**config.mk**
```make
export PLATFORM = sky130hd
export DESIGN_NAME = arbitro_som_flat
export DESIGN_NICKNAME = d
export VERILOG_FILES = /design/src/rtl/arbitro_som_if.sv /design/src/rtl/arbitro_som.sv /design/src/flat_wrapper.sv
export SDC_FILE = /design/constraint.sdc
export NUM_CORES = 1
export LEC_CHECK = 0
export BUFFER_PORTS_ARGS = -buffer_cell sky130_fd_sc_hd__buf_2
export CAP_MARGIN = 20
export CORE_MARGIN = 1
export CORE_UTILIZATION = 25
export CTS_CLUSTER_SIZE = 10
export DETAILED_ROUTE_END_ITERATION = 12
export REMOVE_ABC_BUFFERS = 1
export SLEW_MARGIN = 30
export SYNTH_ARGS = -nofsm -noshare
export SYNTH_HDL_FRONTEND = slang
export SYNTH_SLANG_ARGS = --single-unit
```
**constraint.sdc**
```tcl
create_clock -name clock -period 5.9 [get_ports clock]
set_clock_uncertainty 0.05 [all_clocks]
set_input_delay 0 -clock clock [delete_from_list [all_inputs] [get_ports clock]]
set_output_delay 0 -clock clock [all_outputs]
set_load 0.02 [all_outputs]
```
**src/rtl/arbitro_som_if.sv**
```systemverilog
// Channel bus between the requesters and the note arbiter.
interface arbitro_som_if;
    logic [2:0] req;
    logic [2:0] nota_status;
    logic [2:0] nota_botao;
    logic [2:0] nota_memoria;
    logic       cancela;
    logic [2:0] ack;
    logic [2:0] done;
    logic [2:0] grant;
    logic [2:0] arduino_out;
    logic       busy;
    logic [1:0] db_estado;

    // Requester side: drives requests and notes, observes the arbiter
    modport master (
        output req, nota_status, nota_botao, nota_memoria, cancela,
        input  ack, done, grant, arduino_out, busy, db_estado
    );

    // Arbiter side
    modport slave (
        input  req, nota_status, nota_botao, nota_memoria, cancela,
        output ack, done, grant, arduino_out, busy, db_estado
    );
endinterface

```
**src/rtl/arbitro_som.sv**
```systemverilog
// Non-preemptive fixed-priority arbiter for the single Arduino sound channel.
// Each grant plays one latched note for NOTE_CYCLES, then GAP_CYCLES of silence.
module arbitro_som #(
    parameter int unsigned NOTE_CYCLES = 25000000,
    parameter int unsigned GAP_CYCLES  = 5000000
) (
    input  logic          clock,
    input  logic          reset,
    arbitro_som_if.slave  io_bus
);

    localparam int unsigned CNT_W = 26;
    localparam logic [CNT_W-1:0] NOTE_LAST = CNT_W'(NOTE_CYCLES - 1);
    localparam logic [CNT_W-1:0] GAP_LAST  = CNT_W'(GAP_CYCLES - 1);

    typedef enum logic [1:0] {
        S_IDLE  = 2'b00,
        S_TOCA  = 2'b01,
        S_PAUSA = 2'b10
    } state_t;

    state_t           r_state;
    logic [CNT_W-1:0] r_cnt;
    logic [2:0]       r_ack;
    logic [2:0]       r_done;
    logic [2:0]       r_grant;
    logic [2:0]       r_out;
    logic             r_busy;
    logic [1:0]       r_db;

    logic [2:0]       w_winner;
    logic [2:0]       w_note;

    // Fixed priority pick: status jingle > button feedback > memory playback
    always_comb begin
        w_winner = 3'b000;
        w_note   = 3'b000;
        if (io_bus.req[2]) begin
            w_winner = 3'b100;
            w_note   = io_bus.nota_status;
        end else if (io_bus.req[1]) begin
            w_winner = 3'b010;
            w_note   = io_bus.nota_botao;
        end else if (io_bus.req[0]) begin
            w_winner = 3'b001;
            w_note   = io_bus.nota_memoria;
        end
    end

    // Channel FSM with registered outputs; counter restarts on every state entry
    always_ff @(posedge clock) begin
        if (reset) begin
            r_state <= S_IDLE;
            r_cnt   <= '0;
            r_ack   <= 3'b000;
            r_done  <= 3'b000;
            r_grant <= 3'b000;
            r_out   <= 3'b000;
            r_busy  <= 1'b0;
            r_db    <= 2'b00;
        end else begin
            r_ack  <= 3'b000;
            r_done <= 3'b000;
            case (r_state)
                S_IDLE: begin
                    if (|io_bus.req) begin
                        r_state <= S_TOCA;
                        r_cnt   <= '0;
                        r_ack   <= w_winner;
                        r_grant <= w_winner;
                        r_out   <= w_note;
                        r_busy  <= 1'b1;
                        r_db    <= 2'b01;
                    end
                end
                S_TOCA: begin
                    // cancela cuts the note short but the gap is still full length
                    if (io_bus.cancela || (r_cnt == NOTE_LAST)) begin
                        r_state <= S_PAUSA;
                        r_cnt   <= '0;
                        r_out   <= 3'b000;
                        r_db    <= 2'b10;
                    end else begin
                        r_cnt <= r_cnt + CNT_W'(1);
                    end
                end
                S_PAUSA: begin
                    if (r_cnt == GAP_LAST) begin
                        r_state <= S_IDLE;
                        r_cnt   <= '0;
                        r_done  <= r_grant;
                        r_grant <= 3'b000;
                        r_busy  <= 1'b0;
                        r_db    <= 2'b00;
                    end else begin
                        r_cnt <= r_cnt + CNT_W'(1);
                    end
                end
                default: begin
                    // Unreachable encoding: fall back to a clean IDLE
                    r_state <= S_IDLE;
                    r_cnt   <= '0;
                    r_grant <= 3'b000;
                    r_out   <= 3'b000;
                    r_busy  <= 1'b0;
                    r_db    <= 2'b00;
                end
            endcase
        end
    end

    assign io_bus.ack         = r_ack;
    assign io_bus.done        = r_done;
    assign io_bus.grant       = r_grant;
    assign io_bus.arduino_out = r_out;
    assign io_bus.busy        = r_busy;
    assign io_bus.db_estado   = r_db;

endmodule

```
**src/flat_wrapper.sv**
```systemverilog
// flat-port wrapper written by rule: the top's interface ports become plain ports
module arbitro_som_flat 
#(
    parameter int unsigned NOTE_CYCLES = 25000000,
    parameter int unsigned GAP_CYCLES  = 5000000
)
  (clock, reset, io_bus_req, io_bus_nota_status, io_bus_nota_botao, io_bus_nota_memoria, io_bus_cancela, io_bus_ack, io_bus_done, io_bus_grant, io_bus_arduino_out, io_bus_busy, io_bus_db_estado);
  arbitro_som_if io_bus_i ();
  input  logic clock;
  input  logic reset;
  input wire logic [$bits(io_bus_i.req)-1:0] io_bus_req;
  input wire logic [$bits(io_bus_i.nota_status)-1:0] io_bus_nota_status;
  input wire logic [$bits(io_bus_i.nota_botao)-1:0] io_bus_nota_botao;
  input wire logic [$bits(io_bus_i.nota_memoria)-1:0] io_bus_nota_memoria;
  input wire logic [$bits(io_bus_i.cancela)-1:0] io_bus_cancela;
  output wire logic [$bits(io_bus_i.ack)-1:0] io_bus_ack;
  output wire logic [$bits(io_bus_i.done)-1:0] io_bus_done;
  output wire logic [$bits(io_bus_i.grant)-1:0] io_bus_grant;
  output wire logic [$bits(io_bus_i.arduino_out)-1:0] io_bus_arduino_out;
  output wire logic [$bits(io_bus_i.busy)-1:0] io_bus_busy;
  output wire logic [$bits(io_bus_i.db_estado)-1:0] io_bus_db_estado;
  assign io_bus_i.req = io_bus_req;
  assign io_bus_i.nota_status = io_bus_nota_status;
  assign io_bus_i.nota_botao = io_bus_nota_botao;
  assign io_bus_i.nota_memoria = io_bus_nota_memoria;
  assign io_bus_i.cancela = io_bus_cancela;
  assign io_bus_ack = io_bus_i.ack;
  assign io_bus_done = io_bus_i.done;
  assign io_bus_grant = io_bus_i.grant;
  assign io_bus_arduino_out = io_bus_i.arduino_out;
  assign io_bus_busy = io_bus_i.busy;
  assign io_bus_db_estado = io_bus_i.db_estado;
  arbitro_som #(.NOTE_CYCLES(NOTE_CYCLES), .GAP_CYCLES(GAP_CYCLES)) u_core (.clock(clock), .reset(reset), .io_bus(io_bus_i));
endmodule
```
==> results.ini <==
[cts]
cts_setup_buffers=0
cts_sinks=41
cts_hold_buf=1
clock_path_buffers=2
cts-htree-levels=2
clock_latency_ps=300
clk_root_buffer_cell=clkbuf_8
cts_made_buffers=5
cts_tree=yes
cts_resized=0
clkTransAtPathRegs_ps=80

[logic_synthesis]
synthDistinctLibCells=45
ys_seq_elements=41
async_reset_ff_share_pct=0
ys.flop_type=dfxtp_1
netlist.area_leader.share_pct=38.77
synth.area.mux_share_pct=2.364
ys_warn_count=0
synth_area_um2=2117
synth-compound-area-share_pct=10.52
synth_common_cells=dfxtp_1 (41), nand2_1 (34), nor2_1 (33)
syn_inst=253
synthMostInstantiatedCell=dfxtp_1
synth-xor-area-share_pct=7.033
yosys.area.top_type=dfxtp_1
syn-mean-instance-area_um2=8.368
synth.area.top_cells=dfxtp_1 (39%), nand2_1 (6.0%), nor2_1 (5.9%)
synthAdderAreaFrac_pct=2.955
synth-simple-area-share_pct=35.76
synth-edff-count=0
synth_top_family_by_area=simple AND/OR/NAND/NOR gates
synth_seq_area_share_pct=38.77

[floorplanning]
die_height_um=94.02
coreArea_um2=8217
dieArea_um2=8840
chipWidth_um=94.02
start_util_pct=25.77
fp-row-count=33
io_pins=30

[drt]
wire_per_inst_um=12.23
drtIter0Drc=102
drc=0
drt_first_pass_iters=4
route.final.wire_length_mm=4.746
ant_nets=0
vias=1853
vias_per_cell=4.776

[worst_setup_path]
cpMaxStageDelayCell=a21oi_2
crit_family=compound AO/OA/AOI/OAI gates
required_ps=6080
critPathMaxFanout=15
startpoint=u_core.r_cnt[0]
start_kind=flip-flop
crit_cells=7
max_stage_delay_ps=540
rr_worst_depth=7
cp-end-kind=flip-flop
worstPathCellList=ha_1 -> nand3b_1 -> nor4_4 -> a41o_2 -> a21oi_2 -> or3b_2 -> a31oi_1
crit_arrival_ps=2600
critPathKind=reg2reg
r2r_slack_ps=3490
critPathBufInv=0
timing.rr.start=u_core.r_cnt[0]

[place]
place.gp.congestion=0.8769
io_buffers=29
place_area_um2=2367
place_ws_ps=3509
dp_hpwl_mm=3.479

[layout]
postLayoutCellArea_um2=2494
nets=302
fillers=862
syn_to_final_growth_pct=17.79
n_antenna_cell=0
drive_gt1_share_pct=18.73
fin_util_pct=30.35

[global_routing]
grt_pass1_wl_mm=7.755
first_global_vias=1752
grt-ovfl-total=0
grt_start_max_net_pins=20
antenna_found_initial=0
track_usage_pct=11.28

[power_and_ir_drop]
p_total_w=0.0007864
p_leak_nw=0.9101
vdd_drop_max_mv=0.1084
p_per_area_nw_per_um2=315.4

[sta]
rsz0062_at_grt=false
min_period_ps=2412
max-slew-margin-rel_pct=44.48
tns_ps=0
setup_violations=0
hold_violations=0
period_share_pct=40.89
setup_slack_ps=3488
fmax_mhz=414.5
slew_violations=0
tightest_slew_ps=825.9

[hold_path]
hold_class=in2reg
worst_hold_path.num_cells=2
min_from=reset

[status]
status=completed

[flow_run]
max_cap_violations=0

==> cell families after synthesis <==
group / after synthesis
adders and majority gates: 5
DFF: 41
xor gates and xnor gates: 17
muxes: 5
and+or+nand+nor: 141
buffers and inverters: 13
AOI/OAI and AO/OA: 31
==> cell type report <==
cell class,instances,area (um2),share of cell area (%)
Inverter,4,15.01,0.6021
Timing Repair Buffer,31,162.7,6.523
Sequential cell,41,820.8,32.92
Clock buffer,7,86.33,3.462
Tap cell,105,131.4,5.268
Multi-Input combinational cell,199,1247,50.03
Clock inverter,1,30.03,1.204
==> layer usage <==
| metal | wire (um) | vias up | track usage (%) |
|---|---|---|---|
| met5 | 0 | - | 0 |
| met2 | 2258 | 25 | 18.55 |
| met1 | 2223 | 878 | 13.28 |
| met4 | 106 | 0 | 6.667 |
| met3 | 159 | 8 | 2.670 |
| li1 | - | 942 | - |
==> placed cells by master (no fill, tap or decap), types with 2 or more instances in the layout <==
master,count
and3_1,4
mux2i_1,5
a31oi_1,6
and2_1,7
xnor2_1,4
nand4_1,8
inv_1,4
nor3_1,6
and4_1,2
buf_2,29
a22oi_1,2
nor2b_1,5
a21oi_1,10
nand3_1,21
o21ai_0,5
clkbuf_8,6
nand2b_1,6
nand2_1,34
nor2_1,33
xor2_1,13
ha_1,5
dfxtp_1,41
or4b_2,2
==> per-stage QoR <==
step           cells  hold WS, ps
6_report         388        34.22
5_1_grt          388        47.23
4_1_cts          388        29.38
3_5_place_dp     379        292.5
3_3_place_gp     379        301.5
2_1_floorplan    244        14.65
==> worst paths after layout <==
check	to
hold / removal	u_core.io_bus.busy
setup reg to reg	u_core.r_cnt[21]
hold reg to reg	u_core.io_bus.grant[2]
setup / recovery	u_core.r_cnt[21]
==> flip-flops by register name, summed over array words and instances, names as in the netlist <==
register and flops:
u_core.io_bus.grant 3, u_core.io_bus.arduino_out 3, u_core.io_bus.done 3, u_core.io_bus.ack 3, u_core.io_bus.busy 1, u_core.io_bus.db_estado 2, u_core.r_cnt 26
==> power breakdown <==
| group | internal, W | switching (W) |
|---|---|---|
| clock | 0.000138 | 0.000100 |
| sequential | 0.000299 | 0.0000149 |
| combinational | 0.0000929 | 0.000141 |
(Power assumes the default switching activity.)
